`config.mk`:
```
export PLATFORM = sky130hd
export DESIGN_NAME = bus_mem_ctrl_flat
export DESIGN_NICKNAME = d
export VERILOG_FILES = /design/src/rtl/bus_mem_ctrl_pkg.sv /design/src/rtl/bus_mem_ctrl_if.sv /design/src/rtl/bus_mem_ctrl.sv /design/src/flat_wrapper.sv
export SDC_FILE = /design/constraint.sdc
export NUM_CORES = 1
export LEC_CHECK = 0
export BUFFER_PORTS_ARGS = -buffer_cell sky130_fd_sc_hd__buf_2
export CAP_MARGIN = 20
export CORE_ASPECT_RATIO = 1.5
export CORE_UTILIZATION = 50
export CTS_CLUSTER_DIAMETER = 200
export DETAILED_ROUTE_END_ITERATION = 12
export GPL_TIMING_DRIVEN = 0
export PLACE_DENSITY = 0.79
export SYNTH_ARGS = -nofsm -noshare
export SYNTH_HDL_FRONTEND = slang
export SYNTH_SLANG_ARGS = --single-unit
```
`constraint.sdc`:
```
create_clock -name clk_i -period 1.75 [get_ports clk_i]
set_input_delay 0.0875 -clock clk_i [delete_from_list [all_inputs] [get_ports clk_i]]
set_output_delay 0.0875 -clock clk_i [all_outputs]
set_load 0.01 [all_outputs]
```
`src/rtl/bus_mem_ctrl_pkg.sv`:
```
// Shared types for the cache-bus responder: request packet, FSM state, block geometry.
// Block size and beat width live here so the packet layout and the controller agree.
package bus_mem_ctrl_pkg;

    localparam int BLOCK_SIZE     = 4;
    localparam int DMA_DATA_WIDTH = 32;

    typedef struct packed {
        logic                      we;
        logic [31:0]               addr;
        logic [BLOCK_SIZE*32-1:0]  wdata;
    } cache_bus_pkt_t;

    typedef enum logic [1:0] {
        IDLE = 2'd0,
        REQ  = 2'd1,
        WAIT = 2'd2
    } bus_mem_state_e;

endpackage

```
`src/rtl/bus_mem_ctrl_if.sv`:
```
// Cache request/response and memory beat signals between one cache, the controller and main memory.
// Signal names are from the controller's side; slave = controller, master = cache plus memory.
interface bus_mem_ctrl_if
    import bus_mem_ctrl_pkg::*;
#(
    parameter int dma_data_width_p = DMA_DATA_WIDTH
) ();

    logic                        cb_valid_i;
    logic                        cb_yumi_o;
    cache_bus_pkt_t              cb_pkt_i;
    logic                        cb_valid_o;
    logic [dma_data_width_p-1:0] cb_data_o;

    logic                        mem_valid_o;
    logic                        mem_ready_i;
    logic                        mem_we_o;
    logic [31:0]                 mem_addr_o;
    logic [dma_data_width_p-1:0] mem_wdata_o;
    logic                        mem_valid_i;
    logic [dma_data_width_p-1:0] mem_data_i;

    modport slave (
        input  cb_valid_i, cb_pkt_i, mem_ready_i, mem_valid_i, mem_data_i,
        output cb_yumi_o, cb_valid_o, cb_data_o, mem_valid_o, mem_we_o, mem_addr_o, mem_wdata_o
    );

    modport master (
        output cb_valid_i, cb_pkt_i, mem_ready_i, mem_valid_i, mem_data_i,
        input  cb_yumi_o, cb_valid_o, cb_data_o, mem_valid_o, mem_we_o, mem_addr_o, mem_wdata_o
    );

endinterface

```
`src/rtl/bus_mem_ctrl.sv`:
```
// Single-cache block transfer engine: splits one cache packet into memory beats, streams read beats back.
// Latency: per beat >=1 REQ cycle + memory latency + 1 registered response cycle.
// Backpressure: mem_ready_i stalls REQ with outputs held; no response backpressure. Option: BUS_MEM_CTRL_WRITE_ACK_EN.
module bus_mem_ctrl
    import bus_mem_ctrl_pkg::*;
#(
    parameter int block_size_p     = BLOCK_SIZE,
    parameter int dma_data_width_p = DMA_DATA_WIDTH
) (
    input  logic            clk_i,
    input  logic            reset_i,
    bus_mem_ctrl_if.slave   bus
);

    localparam int block_bits_lp = block_size_p * 32;
    localparam int beats_lp      = block_bits_lp / dma_data_width_p;
    localparam int cnt_w_lp      = (beats_lp > 1) ? $clog2(beats_lp) : 1;
    localparam int beat_bytes_lp = dma_data_width_p / 8;

    bus_mem_state_e              state_q, state_d;
    logic [cnt_w_lp-1:0]         cnt_q, cnt_d;
    logic                        we_q, we_d;
    logic [31:0]                 base_q, base_d;
    logic [block_bits_lp-1:0]    wdata_q, wdata_d;
    logic                        cb_valid_q, cb_valid_d;
    logic [dma_data_width_p-1:0] cb_data_q, cb_data_d;

    logic                        cb_yumi;
    logic                        mem_valid;
    logic                        mem_we;
    logic [31:0]                 mem_addr;
    logic [dma_data_width_p-1:0] mem_wdata;
    logic                        last_beat;

    assign last_beat = (cnt_q == cnt_w_lp'(beats_lp - 1));

    always_comb begin
        state_d    = state_q;
        cnt_d      = cnt_q;
        we_d       = we_q;
        base_d     = base_q;
        wdata_d    = wdata_q;
        cb_valid_d = 1'b0;
        cb_data_d  = cb_data_q;
        cb_yumi    = 1'b0;
        mem_valid  = 1'b0;
        mem_we     = 1'b0;
        mem_addr   = '0;
        mem_wdata  = '0;

        case (state_q)
            IDLE: begin
                cb_yumi = bus.cb_valid_i && !reset_i;
                if (cb_yumi) begin
                    we_d    = bus.cb_pkt_i.we;
                    base_d  = bus.cb_pkt_i.addr & ~32'(block_size_p * 4 - 1);
                    wdata_d = bus.cb_pkt_i.wdata;
                    cnt_d   = '0;
                    state_d = REQ;
                end
            end
            REQ: begin
                mem_valid = 1'b1;
                mem_we    = we_q;
                mem_addr  = base_q + (32'(cnt_q) * 32'(beat_bytes_lp));
                mem_wdata = wdata_q[cnt_q * dma_data_width_p +: dma_data_width_p];
                if (bus.mem_ready_i) begin
                    state_d = WAIT;
                end
            end
            WAIT: begin
                if (bus.mem_valid_i) begin
                    if (!we_q) begin
                        cb_valid_d = 1'b1;
                        cb_data_d  = bus.mem_data_i;
                    end
`ifdef BUS_MEM_CTRL_WRITE_ACK_EN
                    else if (last_beat) begin
                        // Zero-data pulse tells the cache the whole block is written.
                        cb_valid_d = 1'b1;
                        cb_data_d  = '0;
                    end
`endif
                    if (last_beat) begin
                        state_d = IDLE;
                    end else begin
                        cnt_d   = cnt_q + cnt_w_lp'(1);
                        state_d = REQ;
                    end
                end
            end
            default: state_d = IDLE;
        endcase
    end

    always_ff @(posedge clk_i) begin
        if (reset_i) begin
            state_q    <= IDLE;
            cnt_q      <= '0;
            we_q       <= 1'b0;
            base_q     <= '0;
            wdata_q    <= '0;
            cb_valid_q <= 1'b0;
            cb_data_q  <= '0;
        end else begin
            state_q    <= state_d;
            cnt_q      <= cnt_d;
            we_q       <= we_d;
            base_q     <= base_d;
            wdata_q    <= wdata_d;
            cb_valid_q <= cb_valid_d;
            cb_data_q  <= cb_data_d;
        end
    end

    assign bus.cb_yumi_o   = cb_yumi;
    assign bus.cb_valid_o  = cb_valid_q;
    assign bus.cb_data_o   = cb_data_q;
    assign bus.mem_valid_o = mem_valid;
    assign bus.mem_we_o    = mem_we;
    assign bus.mem_addr_o  = mem_addr;
    assign bus.mem_wdata_o = mem_wdata;

endmodule

```
`src/flat_wrapper.sv`:
```
// flat-port wrapper written by rule: the top's interface ports become plain ports
module bus_mem_ctrl_flat import bus_mem_ctrl_pkg::*;
#(
    parameter int block_size_p     = BLOCK_SIZE,
    parameter int dma_data_width_p = DMA_DATA_WIDTH
)
  (clk_i, reset_i, bus_cb_valid_i, bus_cb_pkt_i, bus_mem_ready_i, bus_mem_valid_i, bus_mem_data_i, bus_cb_yumi_o, bus_cb_valid_o, bus_cb_data_o, bus_mem_valid_o, bus_mem_we_o, bus_mem_addr_o, bus_mem_wdata_o);
  bus_mem_ctrl_if #(.dma_data_width_p(dma_data_width_p)) bus_i ();
  input  logic clk_i;
  input  logic reset_i;
  input wire logic [$bits(bus_i.cb_valid_i)-1:0] bus_cb_valid_i;
  input wire logic [$bits(bus_i.cb_pkt_i)-1:0] bus_cb_pkt_i;
  input wire logic [$bits(bus_i.mem_ready_i)-1:0] bus_mem_ready_i;
  input wire logic [$bits(bus_i.mem_valid_i)-1:0] bus_mem_valid_i;
  input wire logic [$bits(bus_i.mem_data_i)-1:0] bus_mem_data_i;
  output wire logic [$bits(bus_i.cb_yumi_o)-1:0] bus_cb_yumi_o;
  output wire logic [$bits(bus_i.cb_valid_o)-1:0] bus_cb_valid_o;
  output wire logic [$bits(bus_i.cb_data_o)-1:0] bus_cb_data_o;
  output wire logic [$bits(bus_i.mem_valid_o)-1:0] bus_mem_valid_o;
  output wire logic [$bits(bus_i.mem_we_o)-1:0] bus_mem_we_o;
  output wire logic [$bits(bus_i.mem_addr_o)-1:0] bus_mem_addr_o;
  output wire logic [$bits(bus_i.mem_wdata_o)-1:0] bus_mem_wdata_o;
  assign bus_i.cb_valid_i = bus_cb_valid_i;
  assign bus_i.cb_pkt_i = bus_cb_pkt_i;
  assign bus_i.mem_ready_i = bus_mem_ready_i;
  assign bus_i.mem_valid_i = bus_mem_valid_i;
  assign bus_i.mem_data_i = bus_mem_data_i;
  assign bus_cb_yumi_o = bus_i.cb_yumi_o;
  assign bus_cb_valid_o = bus_i.cb_valid_o;
  assign bus_cb_data_o = bus_i.cb_data_o;
  assign bus_mem_valid_o = bus_i.mem_valid_o;
  assign bus_mem_we_o = bus_i.mem_we_o;
  assign bus_mem_addr_o = bus_i.mem_addr_o;
  assign bus_mem_wdata_o = bus_i.mem_wdata_o;
  bus_mem_ctrl #(.block_size_p(block_size_p), .dma_data_width_p(dma_data_width_p)) u_core (.clk_i(clk_i), .reset_i(reset_i), .bus(bus_i));
endmodule
```
Word-level counts from Yosys, hierarchy flattened
Index checks and enable logic that the tools add are counted.

Bits in registers: 194. Input bits: 198. Output and inout port bits: 100. Word-level logic and storage cells: 44.

Add/subtract/negate cells: 2. Equality and inequality tests: 7. Shifts and indexed selects: 1. Multiplexer cells: 15. Bitwise operators: 3. Reduce and logical (&&, ||, !) cells: 9.

Operators with widths (count): 128-bit by 8-bit indexed part select with 32-bit output (1); 32-bit 2-to-1 mux (2); 32-bit by 4-bit adder with 32-bit output (1); 2-bit 2-to-1 mux (6); 2-bit != test, second input constant (3); 2-bit one-hot mux with 3 select lines (1); 3-bit AND reduction (2); 1-bit 2-to-1 mux (5); 2-bit equality test, second input constant (2); 2-bit one-hot mux with 2 select lines (1); 4-bit AND reduction (1); 1-bit inverter (3); 3-bit OR reduction (1); 2-bit by 1-bit adder with 2-bit output, second input constant (1); 2-bit by 1-bit equality test with 1-bit output, second input constant (1); 2-bit logical NOT (1); 2-bit by 1-bit != test with 1-bit output, second input constant (1); 2-bit AND reduction (1); 2-bit nonzero test (1); 1-bit logical AND (1); 1-bit logical NOT (1).

Logic depth before layout (Yosys ltp)
Gate-level depths: netlist of run 1.

Word-level depth: 4. Gate-level depth with buffers: 6. Gate-level depth less buffers: 4.

Least setup slack after synthesis of run 1
No wires, ideal clock.

Path type: register -> output. Start point: register u_core.cnt_q[0]. End point: output bus_mem_wdata_o[24]. Arrival time: 1437 ps. Data required time: 1662 ps. Path slack: 226 ps. Cell stages (with the launch flop): 5. Buffers on the path: 2. Path through: dfxtp_1 > buf_4 > buf_2 > mux4_2 > and2_1.

Word-level cells in the longest chain between the ends: 2.

Ends and longest elaborated chain: from (decl) (RTL line bus_mem_ctrl.sv:21) `logic [cnt_w_lp-1:0] cnt_q, cnt_d;`; from (signal assigned) (RTL line bus_mem_ctrl.sv:107) `cnt_q <= cnt_d;`; 128-bit by 8-bit indexed part select with 32-bit output (RTL line bus_mem_ctrl.sv:66) `mem_wdata = wdata_q[cnt_q * dma_data_width_p +: dma_data_width_p];`; 32-bit 2-to-1 mux (RTL line bus_mem_ctrl.sv:51) `case (state_q)`; to (decl) (RTL line flat_wrapper.sv:22) `output wire logic [$bits(bus_i.mem_wdata_o)-1:0] bus_mem_wdata_o;`.

No other way between the ends.

Worst setup path in the final report of run 1
Start point: register u_core.cnt_q[0]. End point: output bus_mem_wdata_o[8].

The elaborated chain is that of the path after synthesis.

==> results of run 1 <==
[cell families (layout without fill, tap and decap cells)]
group	count (synthesis)	count (layout)	share of synthesized area [%]
muxes	32	32	8.66
adders and majority gates	1	1	0.150
AOI/OAI and AO/OA	195	195	11.7
and+or+nand+nor	454	454	27.7
other	1	2	0.0451
buffers and inverters	82	605	5.01
DFF	194	194	46.7
[state kept, by name (all words and copies together), names as in the netlist]
| name | count |
|---|---|
| u_core.bus.cb_data_o | 32 |
| u_core.state_q | 2 |
| u_core.wdata_q | 128 |
| u_core.bus.cb_valid_o | 1 |
| u_core.we_q | 1 |
| u_core.base_q | 28 |
| u_core.cnt_q | 2 |
[worst paths after layout]
kind | from | endpoint | slack (ns) | cells past startpoint
setup / recovery | u_core.cnt_q[0] | bus_mem_wdata_o[8] | -0.23 | 5
hold / removal | bus_mem_valid_i | u_core.state_q[1] | 0.01 | 4
setup reg to reg | u_core.state_q[0] | u_core.wdata_q[60] | 0.04 | 7
hold reg to reg | u_core.bus.cb_data_o[26] | u_core.bus.cb_data_o[26] | 0.45 | 2
[routing by layer]
metal / part of all wire (%) / GRT usage [%] / vias to the layer above
met5: 0 / 0 / -
met4: 6.6 / 24.3 / 0
met3: 6.3 / 8.00 / 195
met2: 52 / 68.5 / 535
met1: 35 / 38.4 / 4369
li1: - / - / 4152
[cells in the final DEF, fill, tap and decap left out, drive strengths merged, types with 32 or more instances in the layout]
| cell type | instances |
|---|---|
| dfxtp | 194 |
| clkbuf | 65 |
| o21ai | 158 |
| nand2b | 157 |
| dlygate4sd3 | 191 |
| mux4 | 32 |
| nand2 | 221 |
| and2 | 63 |
| buf | 335 |
| a21oi | 37 |
[repair_timing]
item	CTS	global route
setup endpoints to repair	62	124
buffers inserted	3	3
endpoints found under the hold margin	190	0
hold buffers	191	0
pin swaps	12	9
gates cloned	1	2
resized for setup	89	44
[Yosys cell counts, drive strengths merged]
cell / count
a21oi: 37
or2: 2
nand2: 221
o21ai: 158
nor2b: 1
inv: 1
mux4: 32
nor2: 3
dfxtp: 194
conb: 1
ha: 1
nand2b: 157
and3b: 1
nand3b: 2
nand4bb: 2
clkbuf: 45
buf: 36
nor4b: 1
nor4bb: 1
and2: 63
[worst max-delay path, cell delays in order, from the launching register on]
cell	delay, ns
dfxtp_2	0.35
buf_12	0.16
clkbuf_16	0.17
mux4_2	0.49
and2_4	0.18
buf_6	0.11
[power groups by stage]
| stage | registers [mW] | clock network [mW] | logic (mW) |
|---|---|---|---|
| 3_5_place_dp | 4.98 | 0 | 1.20 |
| 6_report | 4.91 | 4.15 | 1.77 |
| 4_1_cts | 4.89 | 4.12 | 1.62 |
| 2_1_floorplan | 4.94 | 0 | 0.695 |
| 5_1_grt | 4.93 | 4.29 | 1.89 |
| 3_3_place_gp | 4.97 | 0 | 1.18 |
[cell type report]
class	instances	area, sq um
plain buffers	81	562
clock buffers	19	443
clock inverters	13	174
fillers	914	3120
inverters	1	3.75
multi-input cells	684	4120
flip-flops and latches	194	3890
well taps	206	258
repair buffers	491	3690
[per-stage QoR]
step / TNS [ns] / util (%)
global route: -8.19 / 80.8
finish: -6.27 / 80.8
detailed placement: -4.15 / 61.7
floorplan: 0 / -
global placement: -3.27 / 61.7
CTS: -6.69 / 79.5
==> run_results.csv, run 1 <==
group,metric,value,unit
status,status,"finished, violations left",
status,violations,"negative setup slack",
sta,setup_ws,-0.232,ns
finish,antennaDiodeCount,0,
cts,cts_max_level,4,
cts,cts_buffers,17,
power_and_ir_drop,ir_worst_vdd,0.000735,V
sta,fmax,0.505,GHz
place,hpwl,18200,um
logic_synthesis,netlist.area_leader.share,46.7,%
logic_synthesis,netlist_area,8320,sq um
power_and_ir_drop,switching_power,2.82,mW
floorplanning,io_pins,298,
logic_synthesis,synth_top_area_cell,"dfxtp_1",
cts,clockBufferDepth,2,
cts,path_clk_slew,0.07,ns
power_and_ir_drop,power.share.clock,38.3,%
floorplanning,start_util,51.2,%
worst_setup_path,critical_path_required,1.66,ns
grt,grtUsageTotal,37.8,%
logic_synthesis,synth_seq_cells,194,
grt,grt.overflow.total,0,
routing,drc,0,
power_and_ir_drop,p_leak,5.58,nW
routing,drt_iter0_drc,752,
floorplanning,core_area,16300,sq um
power_and_ir_drop,p_per_area,824,nW/um^2
floorplanning,fp-row-count,57,
finish,area_growth,57.9,%
finish,layout-drive-gt1-share,30.9,%
logic_synthesis,syn_inst,959,
sta,relSlewSlack,63.4,%
routing,post_drt_wl_per_cell,19.5,um
sta,report.final.slew_viol_count,0,
logic_synthesis,yosysWarnings,0,
sta,min_period,1.98,ns
worst_setup_path,cp-end-kind,"output port",
place,pre_cts_ws,-0.188,ns
routing,vias,9251,
cts,tritoncts,"built",
cts,clk-insertion-delay-late,0.44,ns
sta,hold_ws,0.0121,ns
floorplanning,die_w,107,um
worst_setup_path,crit_fanout,7,
logic_synthesis,avgSynthCellArea,8.68,sq um
sta,rsz0062_at_grt,"true",
grt,grt_first_pass_wirelength,49300,um
floorplanning,die_h,160,um
finish,fin_area,13100,sq um
place,port_buffers,291,
sta,skew,0.00861,ns
logic_synthesis,yosysSeqAreaShare,46.7,%
power_and_ir_drop,sw_frac_of_total,26.1,%
cts,cts.sinks,194,
logic_synthesis,synth.distinct_cells,24,
routing,first_pass_iters,7,
hold_path,hold_path.class,"input port to flop",
power_and_ir_drop,p_comb_share,16.4,%
finish,finalNonFillerCells,1689,
power_and_ir_drop,power,10.8,mW
grt,grt_pass1_vias,9831,
grt,grt_max_degree,18,
logic_synthesis,netlist_top_cells_area,"dfxtp_1 47%, nand2b_1 12%, nand2_1 10%",
power_and_ir_drop,internal-power,8.00,mW
routing,ant_nets,0,
sta,hold_viol,0,
routing,viasPerCell,5.48,
sta,setup_violations,32,
place,dpl_cell_area,10000,sq um
finish,nNetsFinal,1669,
worst_setup_path,critPathLaunchType,"flop",
grt,antenna_found_initial,0,
power_and_ir_drop,power_frac_seq,45.4,%
worst_setup_path,critPathArrivalTime,1.89,ns
sta,tightestPinTransition,0.549,ns
worst_setup_path,path_class,"flop to output port",
cts,cts_root_buf,"clkbuf_16",
job,max_cap_viol_count,0,
sta,finalCritPeriodShare,113,%
place,dp.cells,1457,
floorplanning,dieArea,17200,sq um
routing,routed_wl,32900,um
place,gp_congestion,0.851,
Note: power is estimated with default switching activity, not from simulation.
==> inputs of run 2 (changes only) <==
--- a/config.mk
+++ b/config.mk
@@ -7,12 +7,13 @@
 export LEC_CHECK = 0
 export BUFFER_PORTS_ARGS = -buffer_cell sky130_fd_sc_hd__buf_2
 export CAP_MARGIN = 20
-export CORE_ASPECT_RATIO = 1.5
-export CORE_UTILIZATION = 50
+export CELL_PAD_IN_SITES_DETAIL_PLACEMENT = 1
+export CELL_PAD_IN_SITES_GLOBAL_PLACEMENT = 2
+export CORE_UTILIZATION = 28
 export CTS_CLUSTER_DIAMETER = 200
 export DETAILED_ROUTE_END_ITERATION = 12
 export GPL_TIMING_DRIVEN = 0
-export PLACE_DENSITY = 0.79
+export PLACE_DENSITY = 0.78
 export SYNTH_ARGS = -nofsm -noshare
 export SYNTH_HDL_FRONTEND = slang
 export SYNTH_SLANG_ARGS = --single-unit
==> run_results.csv, run 2 (synthesis results as in run 1) <==
group,metric,value,unit
place,port_buffers,291,
finish,final_cell_mix,"270 x buf_2, 221 x nand2_1, 191 x dfxtp_1",
routing,viasPerCell,4.54,
power_and_ir_drop,p_leak,5.58,nW
routing,routed_wl,33300,um
cts,clk-insertion-delay-late,0.43,ns
sta,fin_tns_setup,-6.36,ns
cts,path_clk_slew,0.08,ns
sta,rsz0062_at_grt,"true",
power_and_ir_drop,ir_worst_vdd,0.000519,V
worst_setup_path,critPathLaunchType,"flop",
routing,vias,8489,
sta,setup_ws,-0.224,ns
grt,grt_pass1_vias,9224,
worst_setup_path,path_delay_family,"multiplexers",
finish,layout_commonest_cell,"buf_2",
worst_setup_path,max_stage_delay,0.49,ns
grt,grt_max_degree,19,
status,status,"finished, violations left",
finish,finish.utilization,46.1,%
cts,clockBufferDepth,2,
place,dpl_cell_area,10300,sq um
cts,cts_root_buf,"clkbuf_16",
sta,hold_viol,0,
finish,area_growth,60.4,%
sta,hold_ws,0.0317,ns
floorplanning,die_h,174,um
cts,tritoncts,"built",
floorplanning,core_area,28900,sq um
finish,fin_area,13300,sq um
sta,relSlewSlack,56.5,%
hold_path,hold_path.class,"input port to flop",
sta,skew,0.0101,ns
status,violations,"negative setup slack",
routing,first_pass_iters,4,
routing,ant_nets,0,
sta,min_period,1.97,ns
finish,multi_input_area,4120,sq um
worst_setup_path,slowest_stage,"mux4_2",
sta,report.final.slew_viol_count,0,
sta,setup_violations,32,
power_and_ir_drop,power,10.8,mW
cts,cts.sinks,194,
floorplanning,start_util,28.8,%
worst_setup_path,cp-startpoint,"u_core.cnt_q[0]",
routing,post_drt_wl_per_cell,17.8,um
worst_setup_path,crit_fanout,6,
finish,layout-drive-gt1-share,31.0,%
worst_setup_path,critPathArrivalTime,1.89,ns
power_and_ir_drop,p_per_area,806,nW/um^2
routing,drc,0,
finish,nNetsFinal,1671,
floorplanning,io_pins,298,
worst_setup_path,critical_path_required,1.66,ns
place,gp_congestion,0.752,
finish,largest_reg_flops,128,
grt,grt.overflow.total,0,
worst_setup_path,r2r-start,"u_core.state_q[0]",
worst_setup_path,crit_buf_inv,3,
worst_setup_path,path_class,"flop to output port",
worst_setup_path,path_cells,"buf_12 -> clkbuf_16 -> mux4_2 -> and2_4 -> buf_6",
hold_path,worstHoldStart,"bus_cb_valid_i",
floorplanning,die_w,174,um
worst_setup_path,cp-end-kind,"output port",
floorplanning,fp-row-count,62,
sta,finalCritPeriodShare,113,%
grt,grt_first_pass_wirelength,50800,um
cts,cts_buffers,17,
finish,nFillCells,3448,
floorplanning,dieArea,30400,sq um
sta,fmax,0.507,GHz
grt,grtUsageTotal,21.7,%
job,max_cap_viol_count,0,
place,hpwl,22100,um
cts,cts_max_level,4,
finish,regMostFlops,"u_core.wdata_q",
routing,drt_iter0_drc,351,
sta,tightestPinTransition,0.652,ns
finish,seqCellArea,3890,sq um
grt,antenna_found_initial,1,
-- run 2: routing by layer --
| metal | vias up | track usage [%] | part of all wire (%) |
|---|---|---|---|
| li1 | 4163 | - | - |
| met4 | 0 | 7.79 | 2.3 |
| met3 | 44 | 2.89 | 3.2 |
| met5 | - | 0 | 0 |
| met1 | 4075 | 26.6 | 45 |
| met2 | 207 | 38.5 | 50 |
-- run 2: cell type report --
type / instances / area share (%)
clock buffer: 18 / 3.22
antenna: 1 / 0.0187
buffer: 81 / 4.26
tap: 384 / 3.60
timing repair buffer: 493 / 27.6
clock inverter: 14 / 1.26
sequential: 194 / 29.2
multi-input combinational: 684 / 30.9
inverter: 1 / 0.0281
-- run 2: power breakdown --
group | total [mW] | switching [mW] | internal (mW) | leakage (nW)
Sequential | 4.90 | 0.173 | 4.72 | 1.59
Combinational | 1.75 | 0.787 | 0.962 | 3.70
Clock | 4.11 | 1.94 | 2.17 | 0.285
Total | 10.8 | 2.90 | 7.85 | 5.58
-- run 2: worst paths after layout --
| kind | endpoint | slack, ns | depth (start not counted) |
|---|---|---|---|
| min | u_core.state_q[0] | 0.03 | 3 |
| max | bus_mem_wdata_o[4] | -0.22 | 5 |
| max reg2reg | u_core.wdata_q[75] | 0.12 | 7 |
| min reg2reg | u_core.bus.cb_data_o[2] | 0.45 | 2 |
-- run 2: per-stage QoR --
step                      worst slack [ns]  std cells
after floorplan                      0.226        960
after global placement              -0.218       1635
after detailed placement            -0.242       1635
after CTS                           -0.249       1865
after global routing                -0.271       1870
final                               -0.224       1870
-- run 2: worst min-delay path: stages --
cell,delay [ns]
buf_2,0.09
o21ai_0,0.10
a21oi_1,0.14
-- run 2: timing repair --
action,CTS,global route
endpoints found under the setup margin,68,155
cloned,1,2
gates resized for setup,93,41
pin swaps,8,9
setup buffers,7,2
endpoints found under the hold margin,190,0
hold buffers,190,0
==> inputs of run 3 (changes only) <==
--- a/config.mk
+++ b/config.mk
@@ -5,15 +5,16 @@
 export SDC_FILE = /design/constraint.sdc
 export NUM_CORES = 1
 export LEC_CHECK = 0
+export ABC_AREA = 1
 export BUFFER_PORTS_ARGS = -buffer_cell sky130_fd_sc_hd__buf_2
 export CAP_MARGIN = 20
 export CELL_PAD_IN_SITES_DETAIL_PLACEMENT = 1
 export CELL_PAD_IN_SITES_GLOBAL_PLACEMENT = 2
-export CORE_UTILIZATION = 28
+export CORE_UTILIZATION = 26
 export CTS_CLUSTER_DIAMETER = 200
 export DETAILED_ROUTE_END_ITERATION = 12
 export GPL_TIMING_DRIVEN = 0
-export PLACE_DENSITY = 0.78
+export PLACE_DENSITY = 0.79
 export SYNTH_ARGS = -nofsm -noshare
 export SYNTH_HDL_FRONTEND = slang
 export SYNTH_SLANG_ARGS = --single-unit
==> run_results.csv, run 3 <==
group,metric,value,unit
routing,routed_wl,35700,um
routing,drt_iter0_drc,390,
routing,vias,9586,
logic_synthesis,async_flop_share,0,%
sta,min_period,1.92,ns
cts,cts_max_level,4,
finish,regMostFlops,"u_core.wdata_q",
cts,path_clk_slew,0.07,ns
floorplanning,dieArea,31700,sq um
floorplanning,die_w,178,um
grt,grt_max_degree,20,
floorplanning,io_pins,298,
routing,first_pass_iters,5,
place,dp.cells,1836,
cts,clockBufferDepth,2,
sta,finalCritPeriodShare,110,%
grt,grt_pass1_vias,9932,
power_and_ir_drop,p_per_area,806,nW/um^2
place,gp_congestion,0.766,
logic_synthesis,netlist_area,8050,sq um
finish,nFillCells,3794,
grt,antenna_found_initial,6,
place,dpl_cell_area,10000,sq um
sta,rsz0062_at_grt,"true",
sta,report.final.slew_viol_count,0,
logic_synthesis,synth_seq_cells,194,
hold_path,hold_path.class,"input port to flop",
routing,post_drt_wl_per_cell,17.1,um
worst_setup_path,critical_path_required,1.66,ns
sta,setup_ws,-0.172,ns
cts,cts_buffers,17,
place,pre_cts_ws,-0.183,ns
finish,nNetsFinal,1875,
cts,clk-insertion-delay-late,0.44,ns
sta,hold_ws,0.0362,ns
job,max_cap_viol_count,0,
grt,grt_first_pass_wirelength,52600,um
sta,skew,0.0150,ns
logic_synthesis,yosysMostFrequentCell,"nand2_1",
logic_synthesis,yosysSeqAreaShare,48.2,%
sta,fmax,0.520,GHz
finish,area_growth,72.6,%
worst_setup_path,crit_fanout,7,
cts,cts_root_buf,"clkbuf_16",
finish,finalNonFillerCells,2090,
floorplanning,die_h,178,um
routing,ant_nets,0,
finish,layout_commonest_cell,"buf_2",
worst_setup_path,cp-end-kind,"output port",
logic_synthesis,netlist.area_leader.share,48.2,%
logic_synthesis,synth_top_area_cell,"dfxtp_1",
power_and_ir_drop,p_leak,6.38,nW
floorplanning,core_area,30500,sq um
sta,tightestPinTransition,0.591,ns
floorplanning,start_util,26.4,%
worst_setup_path,path_class,"flop to output port",
finish,layout-drive-gt1-share,32.3,%
logic_synthesis,yosysWarnings,0,
worst_setup_path,critPathArrivalTime,1.83,ns
power_and_ir_drop,ir_worst_vdd,0.000646,V
cts,tritoncts,"built",
finish,finish.utilization,45.5,%
routing,viasPerCell,4.59,
finish,largest_reg_flops,128,
sta,hold_viol,0,
logic_synthesis,avgSynthCellArea,7.01,sq um
worst_setup_path,critPathLaunchType,"flop",
finish,final_cell_mix,"288 x buf_2, 262 x nand2_1, 191 x dlygate4sd3_1",
place,hpwl,24300,um
routing,drc,0,
grt,grtUsageTotal,21.8,%
logic_synthesis,netlist_top_cells_area,"dfxtp_1 48%, nand2_1 12%, nor2_1 11%",
cts,cts.sinks,194,
logic_synthesis,synth_ff_type,"dfxtp_1",
status,status,"finished, violations left",
finish,fin_area,13900,sq um
place,port_buffers,291,
logic_synthesis,syn_inst,1148,
logic_synthesis,synth_edf_count,0,
grt,grt.overflow.total,0,
sta,setup_violations,51,
status,violations,"negative setup slack",
logic_synthesis,synth.distinct_cells,24,
floorplanning,fp-row-count,64,
sta,relSlewSlack,60.6,%
logic_synthesis,synth_commonest_cells,"262 x nand2_1, 227 x nor2_1, 194 x dfxtp_1",
## run 3: per-stage QoR
| step | setup TNS, ns | power [mW] |
|---|---|---|
| after global routing | -8.14 | 11.7 |
| final | -3.42 | 11.2 |
| after detailed placement | -2.58 | 6.55 |
| after CTS | -2.94 | 11.0 |
| after global placement | -3.44 | 6.51 |
| after floorplan | 0 | 5.86 |
## run 3: worst paths after layout
path	start	to	slack (ns)	depth (start not counted)
hold / removal	bus_mem_valid_i	u_core.cnt_q[0]	0.04	5
setup / recovery	u_core.cnt_q[0]	bus_mem_wdata_o[2]	-0.17	7
setup reg to reg	u_core.state_q[1]	u_core.wdata_q[64]	0.14	9
hold reg to reg	u_core.wdata_q[2]	u_core.wdata_q[2]	0.47	2
## run 3: cell type report
type	instances	area, sq um	share of cell area (%)
Tap cell	396	495	3.57
Multi-Input combinational cell	822	4130	29.7
Buffer	91	754	5.43
Timing Repair Buffer	508	3860	27.8
Clock inverter	14	145	1.04
Inverter	42	178	1.28
Antenna cell	5	12.5	0.0900
Clock buffer	18	429	3.09
Sequential cell	194	3890	28.0
## run 3: worst max-delay path: stages, from the launching register on
cell	delay, ns
dfxtp_4	0.44
buf_12	0.17
buf_8	0.14
nor2_4	0.04
nor2_2	0.13
o21ai_2	0.08
a21oi_2	0.22
buf_2	0.18
## run 3: timing repair
item,4_1_cts,5_1_grt
cloned,3,4
resized for setup,172,174
hold endpoints to repair,192,0
endpoints found under the setup margin,63,58
buffers inserted,6,15
hold buffers,192,0
pin swaps,26,48
## run 3: where the power goes
part | switching (mW) | leakage [nW] | internal, mW
registers | 0.200 | 1.60 | 4.75
logic | 1.24 | 4.51 | 1.09
clock network | 2.01 | 0.278 | 1.91
total | 3.45 | 6.38 | 7.75
## run 3: kinds of logic after synthesis
| group | Yosys count | synth area share, % |
|---|---|---|
| other | 1 | 0.0466 |
| AO/OA/AOI/OAI | 190 | 11.8 |
| buffers and inverters | 133 | 7.85 |
| adder cells (fa/ha/maj) | 1 | 0.155 |
| AND/OR/NAND/NOR | 629 | 31.9 |
| flip-flops | 194 | 48.2 |
## run 3: per-layer routing
| metal | up-vias | track usage (%) | share of wire [%] | wire [um] |
|---|---|---|---|---|
| li1 | 4751 | - | - | - |
| met2 | 229 | 38.9 | 51 | 18100 |
| met5 | - | 0 | 0.028 | 10 |
| met3 | 31 | 4.09 | 4.4 | 1570 |
| met1 | 4573 | 26.5 | 43 | 15500 |
| met4 | 2 | 6.05 | 1.6 | 572 |
